===== config.mk =====
export PLATFORM = sky130hd
export DESIGN_NAME = fetch_unit
export DESIGN_NICKNAME = d
export VERILOG_FILES = /design/src/rtl/fetch_pkg.sv /design/src/rtl/fetch_lat_timer.sv /design/src/rtl/fetch_unit.sv
export SDC_FILE = /design/constraint.sdc
export NUM_CORES = 1
export LEC_CHECK = 0
export CORE_MARGIN = 4
export CORE_UTILIZATION = 25
export DETAILED_ROUTE_END_ITERATION = 12
export HOLD_SLACK_MARGIN = 0.08
export SETUP_SLACK_MARGIN = 0.15
export SLEW_MARGIN = 20
export SYNTH_ARGS = -nofsm -noshare
export SYNTH_HDL_FRONTEND = slang
export SYNTH_SLANG_ARGS = --single-unit

===== constraint.sdc =====
create_clock -name clk -period 4.55 [get_ports clk]
set_clock_uncertainty 0.2 [all_clocks]
set_input_delay 1.1375 -clock clk [delete_from_list [all_inputs] [get_ports clk]]
set_output_delay 1.1375 -clock clk [all_outputs]
set_load 0.1 [all_outputs]

===== src/rtl/fetch_pkg.sv =====
// Shared types and helpers for the instruction-fetch engine.
// Latency: n/a (package only).
// Backpressure: n/a (package only).
package fetch_pkg;

  typedef enum logic [2:0] {
    ST_IDLE,
    ST_ISSUE,
    ST_WAIT,
    ST_VALID,
    ST_HALT
  } state_t;

  // Top three bits of a halt instruction (only decoded when FETCH_HALT_EN is defined).
  localparam logic [2:0] HALT_OPCODE = 3'b111;

  // Width of the latency down-counter: must hold the value MEM_LAT.
  function automatic int lat_w(input int mem_lat);
    return (mem_lat < 1) ? 1 : $clog2(mem_lat + 1);
  endfunction

endpackage


===== src/rtl/fetch_lat_timer.sv =====
// Loadable down-counter that flags the last cycle of a memory read.
// Latency: done is high in the cycle the count equals 1, i.e. load_val cycles after load.
// Backpressure: none; counts freely once loaded, stops at zero.
//
// Ports: clk, reset (sync, active-high), load / load_val (start a count),
//        done (high during the final counted cycle).
module fetch_lat_timer #(
  parameter int LAT_W = 1
) (
  input  logic             clk,
  input  logic             reset,
  input  logic             load,
  input  logic [LAT_W-1:0] load_val,
  output logic             done
);

  logic [LAT_W-1:0] cnt;

  always_ff @(posedge clk) begin
    if (reset) begin
      cnt <= '0;
    end else if (load) begin
      cnt <= load_val;
    end else if (cnt != '0) begin
      cnt <= cnt - LAT_W'(1);
    end
  end

  // After loading N, the count reads N..1 over the next N cycles; the
  // cycle reading 1 is the one in which read data is valid.
  assign done = (cnt == LAT_W'(1));

endmodule


===== src/rtl/fetch_unit.sv =====
// Instruction fetch: owns the PC, reads memory with MEM_LAT latency, presents ir via valid/ready.
// Latency: ISSUE in cycle t -> ir_valid from t+MEM_LAT+1; one instruction per MEM_LAT+2 cycles.
// Backpressure: ir/pc held while ir_valid & !ir_ready; no new fetch until the word is accepted.
//
// Ports: clk, reset (sync, active-high), run (fetch enable);
//        memory: mem_addr, mem_rd, mem_rdata; data port: data_req, data_addr, data_grant;
//        controller: ir, pc, ir_valid, ir_ready, redirect, redirect_pc, halted.
// Optional feature: define FETCH_HALT_EN to decode 3'b111-prefixed words as halt.
module fetch_unit
  import fetch_pkg::*;
#(
  parameter int               WORD_W   = 16,
  parameter int               ADDR_W   = 8,
  parameter int               MEM_LAT  = 1,
  parameter logic [ADDR_W-1:0] RESET_PC = '0
) (
  input  logic              clk,
  input  logic              reset,
  input  logic              run,
  output logic [ADDR_W-1:0] mem_addr,
  output logic              mem_rd,
  input  logic [WORD_W-1:0] mem_rdata,
  input  logic              data_req,
  input  logic [ADDR_W-1:0] data_addr,
  output logic              data_grant,
  output logic [WORD_W-1:0] ir,
  output logic [ADDR_W-1:0] pc,
  output logic              ir_valid,
  input  logic              ir_ready,
  input  logic              redirect,
  input  logic [ADDR_W-1:0] redirect_pc,
  output logic              halted
);

  localparam int LAT_W = lat_w(MEM_LAT);

  state_t            state;
  state_t            state_nxt;
  logic [ADDR_W-1:0] fetch_pc;
  logic              timer_load;
  logic              timer_done;
  logic              capture;
  logic              accept;
  logic              is_halt;

  fetch_lat_timer #(
    .LAT_W (LAT_W)
  ) u_lat_timer (
    .clk      (clk),
    .reset    (reset),
    .load     (timer_load),
    .load_val (LAT_W'(MEM_LAT)),
    .done     (timer_done)
  );

`ifdef FETCH_HALT_EN
  assign is_halt = (ir[WORD_W-1 -: 3] == HALT_OPCODE);
`else
  assign is_halt = 1'b0;
`endif

  // Next state and the combinational memory-port outputs. The data port
  // borrows mem_addr in every state except WAIT, where an instruction read
  // is in flight and the address must stay on fetch_pc.
  always_comb begin
    state_nxt  = state;
    mem_addr   = fetch_pc;
    mem_rd     = 1'b0;
    data_grant = 1'b0;
    timer_load = 1'b0;
    capture    = 1'b0;
    accept     = 1'b0;

    case (state)
      ST_IDLE: begin
        if (data_req) begin
          data_grant = 1'b1;
          mem_addr   = data_addr;
        end
        if (run) state_nxt = ST_ISSUE;
      end

      ST_ISSUE: begin
        if (data_req) begin
          data_grant = 1'b1;
          mem_addr   = data_addr;
        end else if (run) begin
          mem_rd     = 1'b1;
          timer_load = 1'b1;
          state_nxt  = ST_WAIT;
        end else begin
          state_nxt  = ST_IDLE;
        end
      end

      ST_WAIT: begin
        if (timer_done) begin
          capture   = 1'b1;
          state_nxt = ST_VALID;
        end
      end

      ST_VALID: begin
        if (data_req) begin
          data_grant = 1'b1;
          mem_addr   = data_addr;
        end
        if (ir_ready) begin
          accept = 1'b1;
          if (is_halt)  state_nxt = ST_HALT;
          else if (run) state_nxt = ST_ISSUE;
          else          state_nxt = ST_IDLE;
        end
      end

      ST_HALT: begin
        if (data_req) begin
          data_grant = 1'b1;
          mem_addr   = data_addr;
        end
      end

      default: state_nxt = ST_IDLE;
    endcase
  end

  always_ff @(posedge clk) begin
    if (reset) begin
      state    <= ST_IDLE;
      fetch_pc <= RESET_PC;
      ir       <= '0;
      pc       <= '0;
      ir_valid <= 1'b0;
    end else begin
      state <= state_nxt;
      if (capture) begin
        ir       <= mem_rdata;
        pc       <= fetch_pc;
        ir_valid <= 1'b1;
      end
      if (accept) begin
        ir_valid <= 1'b0;
        // Sequential successor wraps naturally at 2^ADDR_W.
        fetch_pc <= redirect ? redirect_pc : pc + ADDR_W'(1);
      end
    end
  end

`ifdef FETCH_HALT_EN
  always_ff @(posedge clk) begin
    if (reset) begin
      halted <= 1'b0;
    end else if (accept && is_halt) begin
      halted <= 1'b1;
    end
  end
`else
  assign halted = 1'b0;
`endif

endmodule


==> flow_summary_export.csv <==
group,metric,value,unit
run_status,outcome,"finished clean",
cts,post_cts_resized,0,
yosys,post_synth_num_cell_types,34,
timing,setup_viol,0,
finish,mostFrequentLayoutCells,"clkdlybuf4s50_1 (62), nand2_1 (54), dfxtp_1 (36)",
finish,nets,300,
cts,cts.htree.levels,2,
route,routed-via-count,1555,
floorplan,die_y,88.01,microns
floorplan,design.die.area,7745,sq um
timing,rsz0062_at_grt,"false",
grt,grt_use_total,12.66,%
route,violation_count_after_the_first_detailed_route_iteration,27,
place,place.detailed.instances,327,
yosys,number_of_nets_produced_by_synthesis,229,
yosys,sequential_area_share_after_synthesis,45.04,%
setup_path,critPathCaptureType,"output port",
place,finalWeightedCongestion,0.7013,
route,wirelength,4546,microns
finish,post_layout_nonfiller_instances,337,
route,drtAntennaViolNets,0,
grt,grt_pass1_vias,1548,
route,vias_per_cell,4.614,
finish,flow.area_growth_from_synthesis,63.25,%
place,buffer_ports.inserted,72,
yosys,syn-instance-count,190,
timing,setup_tns,0,ns
floorplan,die_width,88.01,microns
timing,final_hold_viol_count,0,
cts,path_clk_slew,0.07,ns
yosys,synth-warning-count,0,
route,wl_per_cell,13.49,microns
cts,cts-buffers-inserted,5,
floorplan,rows,28,
timing,max_slew.worst_pin.slew,0.9959,ns
setup_path,crit_required,3.21,ns
setup_path,critPathMaxFanout,9,
grt,grt-ovfl-total,0,
place,dp_hpwl,3241,microns
route,post-route-drc-count,0,
setup_path,path_class,"in -> out",
timing,number_of_slew_limit_violations_in_the_final_report,0,
finish,antennaDiodeCount,0,
grt,number_of_antenna_violations_at_the_first_check_in_global_routing,0,
finish,filler_cell_count,621,
setup_path,worstSetupStartpointType,"primary input",
power,cellPowerDensity,322.3,nW/um^2
power,worst_ir_drop_vdd,0.0001579,V
yosys,yosys_register_bits,36,
setup_path,cp-startpoint,"data_req",
setup_path,ff2ff_path_depth,5,
route,detailedRoute.firstPassIterationCount,4,
yosys,syn_avg_cell_area,8.423,sq um
setup_path,rr_startpoint,"state[1]",
timing,period_share,83.38,%
finish,layout_cells_sized_above_1,14.89,%
timing,timing.fmax,263.6,MHz
cts,cts_tree,"built",
yosys,synthesis.area,1600,sq um
floorplan,floorplan.core_area,6061,sq um
flow_run,maxCapViolCount,0,
cts,max-clock-path-buffers,2,
cts,cts.repair_timing.setup_buffer_count,0,
grt,grt_start_max_net_pins,26,
floorplan,initial_core_util,26.40,%
cts,number_of_clock_sinks,36,
finish,final_common_cell,"clkdlybuf4s50_1",
setup_path,arrival_time_at_the_worst_endpoint,2.46,ns
min_path,worst_hold_path_type,"reg -> reg",
cts,cts-hold-fix-buffers,0,
min_path,holdPathStages,2,
timing,max_slew_margin,33.40,%
min_path,timing.hold.worst.start,"ir[3]",
grt,first_pass_grt_wire_length,7576,microns
power,cellLeakagePower,0.8865,nW
cts,clk_root_buffer_cell,"clkbuf_8",
timing,period_minus_ws_final,3.794,ns
floorplan,ios,74,
cts,clock_latency,0.29,ns
-- logic make-up (layout without fill, tap and decap cells) --
logic type      Yosys count  in the layout  share of synthesized area, %
simple gates             76             76                         20.88
compound gates           48             48                         19.08
flops                    36             36                         45.04
buf+inv                  15             87                         5.550
mux                       9              9                         6.255
xor+xnor                  4              4                         2.190
fa+ha+maj                 1              1                        0.7817
other cells               1              1                        0.2343
-- worst max-delay path, cell delays in order --
cell and delay, ns:
clkdlybuf4s50_1 0.44, o21ai_2 0.26, mux2_2 0.43, buf_12 0.17
-- area by class of cell --
type	instances	area, sq um	area share (%)
Sequential cell	36	720.7	27.59
Inverter	4	15.01	0.5747
Tap cell	75	93.84	3.592
Timing Repair Buffer	75	833.3	31.90
Multi-Input combinational cell	139	790.8	30.27
Clock buffer	5	68.82	2.634
Clock inverter	3	90.09	3.448
-- routing by layer --
| layer | GRT usage (%) | part of all wire [%] | vias to the layer above |
|---|---|---|---|
| met3 | 4.327 | 8.6 | 8 |
| met5 | 0 | 0 | - |
| li1 | - | - | 787 |
| met2 | 21.30 | 47 | 52 |
| met4 | 4.045 | 1.0 | 0 |
| met1 | 15.15 | 43 | 708 |
-- where the power goes --
part           switching (mW)  leakage (nW)  internal [mW]
clock                   0.119        0.0784          0.274
combinational          0.0706         0.518         0.0570
sequential            0.00416         0.290          0.317
total                   0.194         0.887          0.648
-- state kept, by name, indices dropped and copies added, names as in the netlist --
register and count:
pc 8, fetch_pc 8, u_lat_timer.done 1, state 2
ir_valid 1, ir 16
-- through the flow --
| stage | cell area [sq um] | hold WS [ns] | power (mW) | util, % | worst slack [ns] |
|---|---|---|---|---|---|
| 2_1_floorplan | 1600 | 0.2411 | 0.3969 | - | 0.6429 |
| 3_5_place_dp | 2424 | 0.2494 | 0.4566 | 39.99 | 0.7380 |
| 3_3_place_gp | 2424 | 0.2425 | 0.4564 | 39.99 | 0.7502 |
| 6_report | 2613 | 0.2562 | 0.8420 | 43.10 | 0.7563 |
| 4_1_cts | 2582 | 0.2598 | 0.8529 | 42.61 | 0.7357 |
| 5_1_grt | 2613 | 0.2784 | 0.8751 | 43.10 | 0.6949 |
-- path summary, 6_finish.rpt --
path | to | slack [ns]
worst min register to register | ir[3] | 0.26
worst max-delay path | mem_addr[0] | 0.76
worst max register to register | pc[5] | 2.80
worst min-delay path | ir[3] | 0.26
-- synth_stat cells (all sizes together) --
| library cell | count | area [sq um] |
|---|---|---|
| nand2b | 2 | 12.51 |
| nand4 | 1 | 6.260 |
| nand3 | 5 | 25.02 |
| mux2 | 8 | 90.09 |
| o21a | 3 | 22.52 |
| o31ai | 2 | 15.01 |
| or3 | 1 | 6.260 |
| a21boi | 1 | 7.510 |
| a32oi | 3 | 26.28 |
| nor2b | 1 | 6.260 |
| nor2 | 5 | 18.77 |
| nor3 | 3 | 15.01 |
| dfxtp | 36 | 720.7 |
| ha | 1 | 12.51 |
| xor2 | 2 | 17.52 |
| inv | 4 | 15.01 |
| a31oi | 1 | 12.51 |
| conb | 1 | 3.750 |
| xnor2 | 2 | 17.52 |
| nand2 | 54 | 202.7 |
| clkbuf | 3 | 11.26 |
| nand3b | 3 | 22.52 |
| a21oi | 26 | 152.6 |
| nor3b | 1 | 18.77 |
| a211oi | 2 | 15.01 |
| mux2i | 1 | 10.01 |
| buf | 8 | 62.55 |
| o21ai | 10 | 53.80 |
Power figures use the tool's default switching activity.
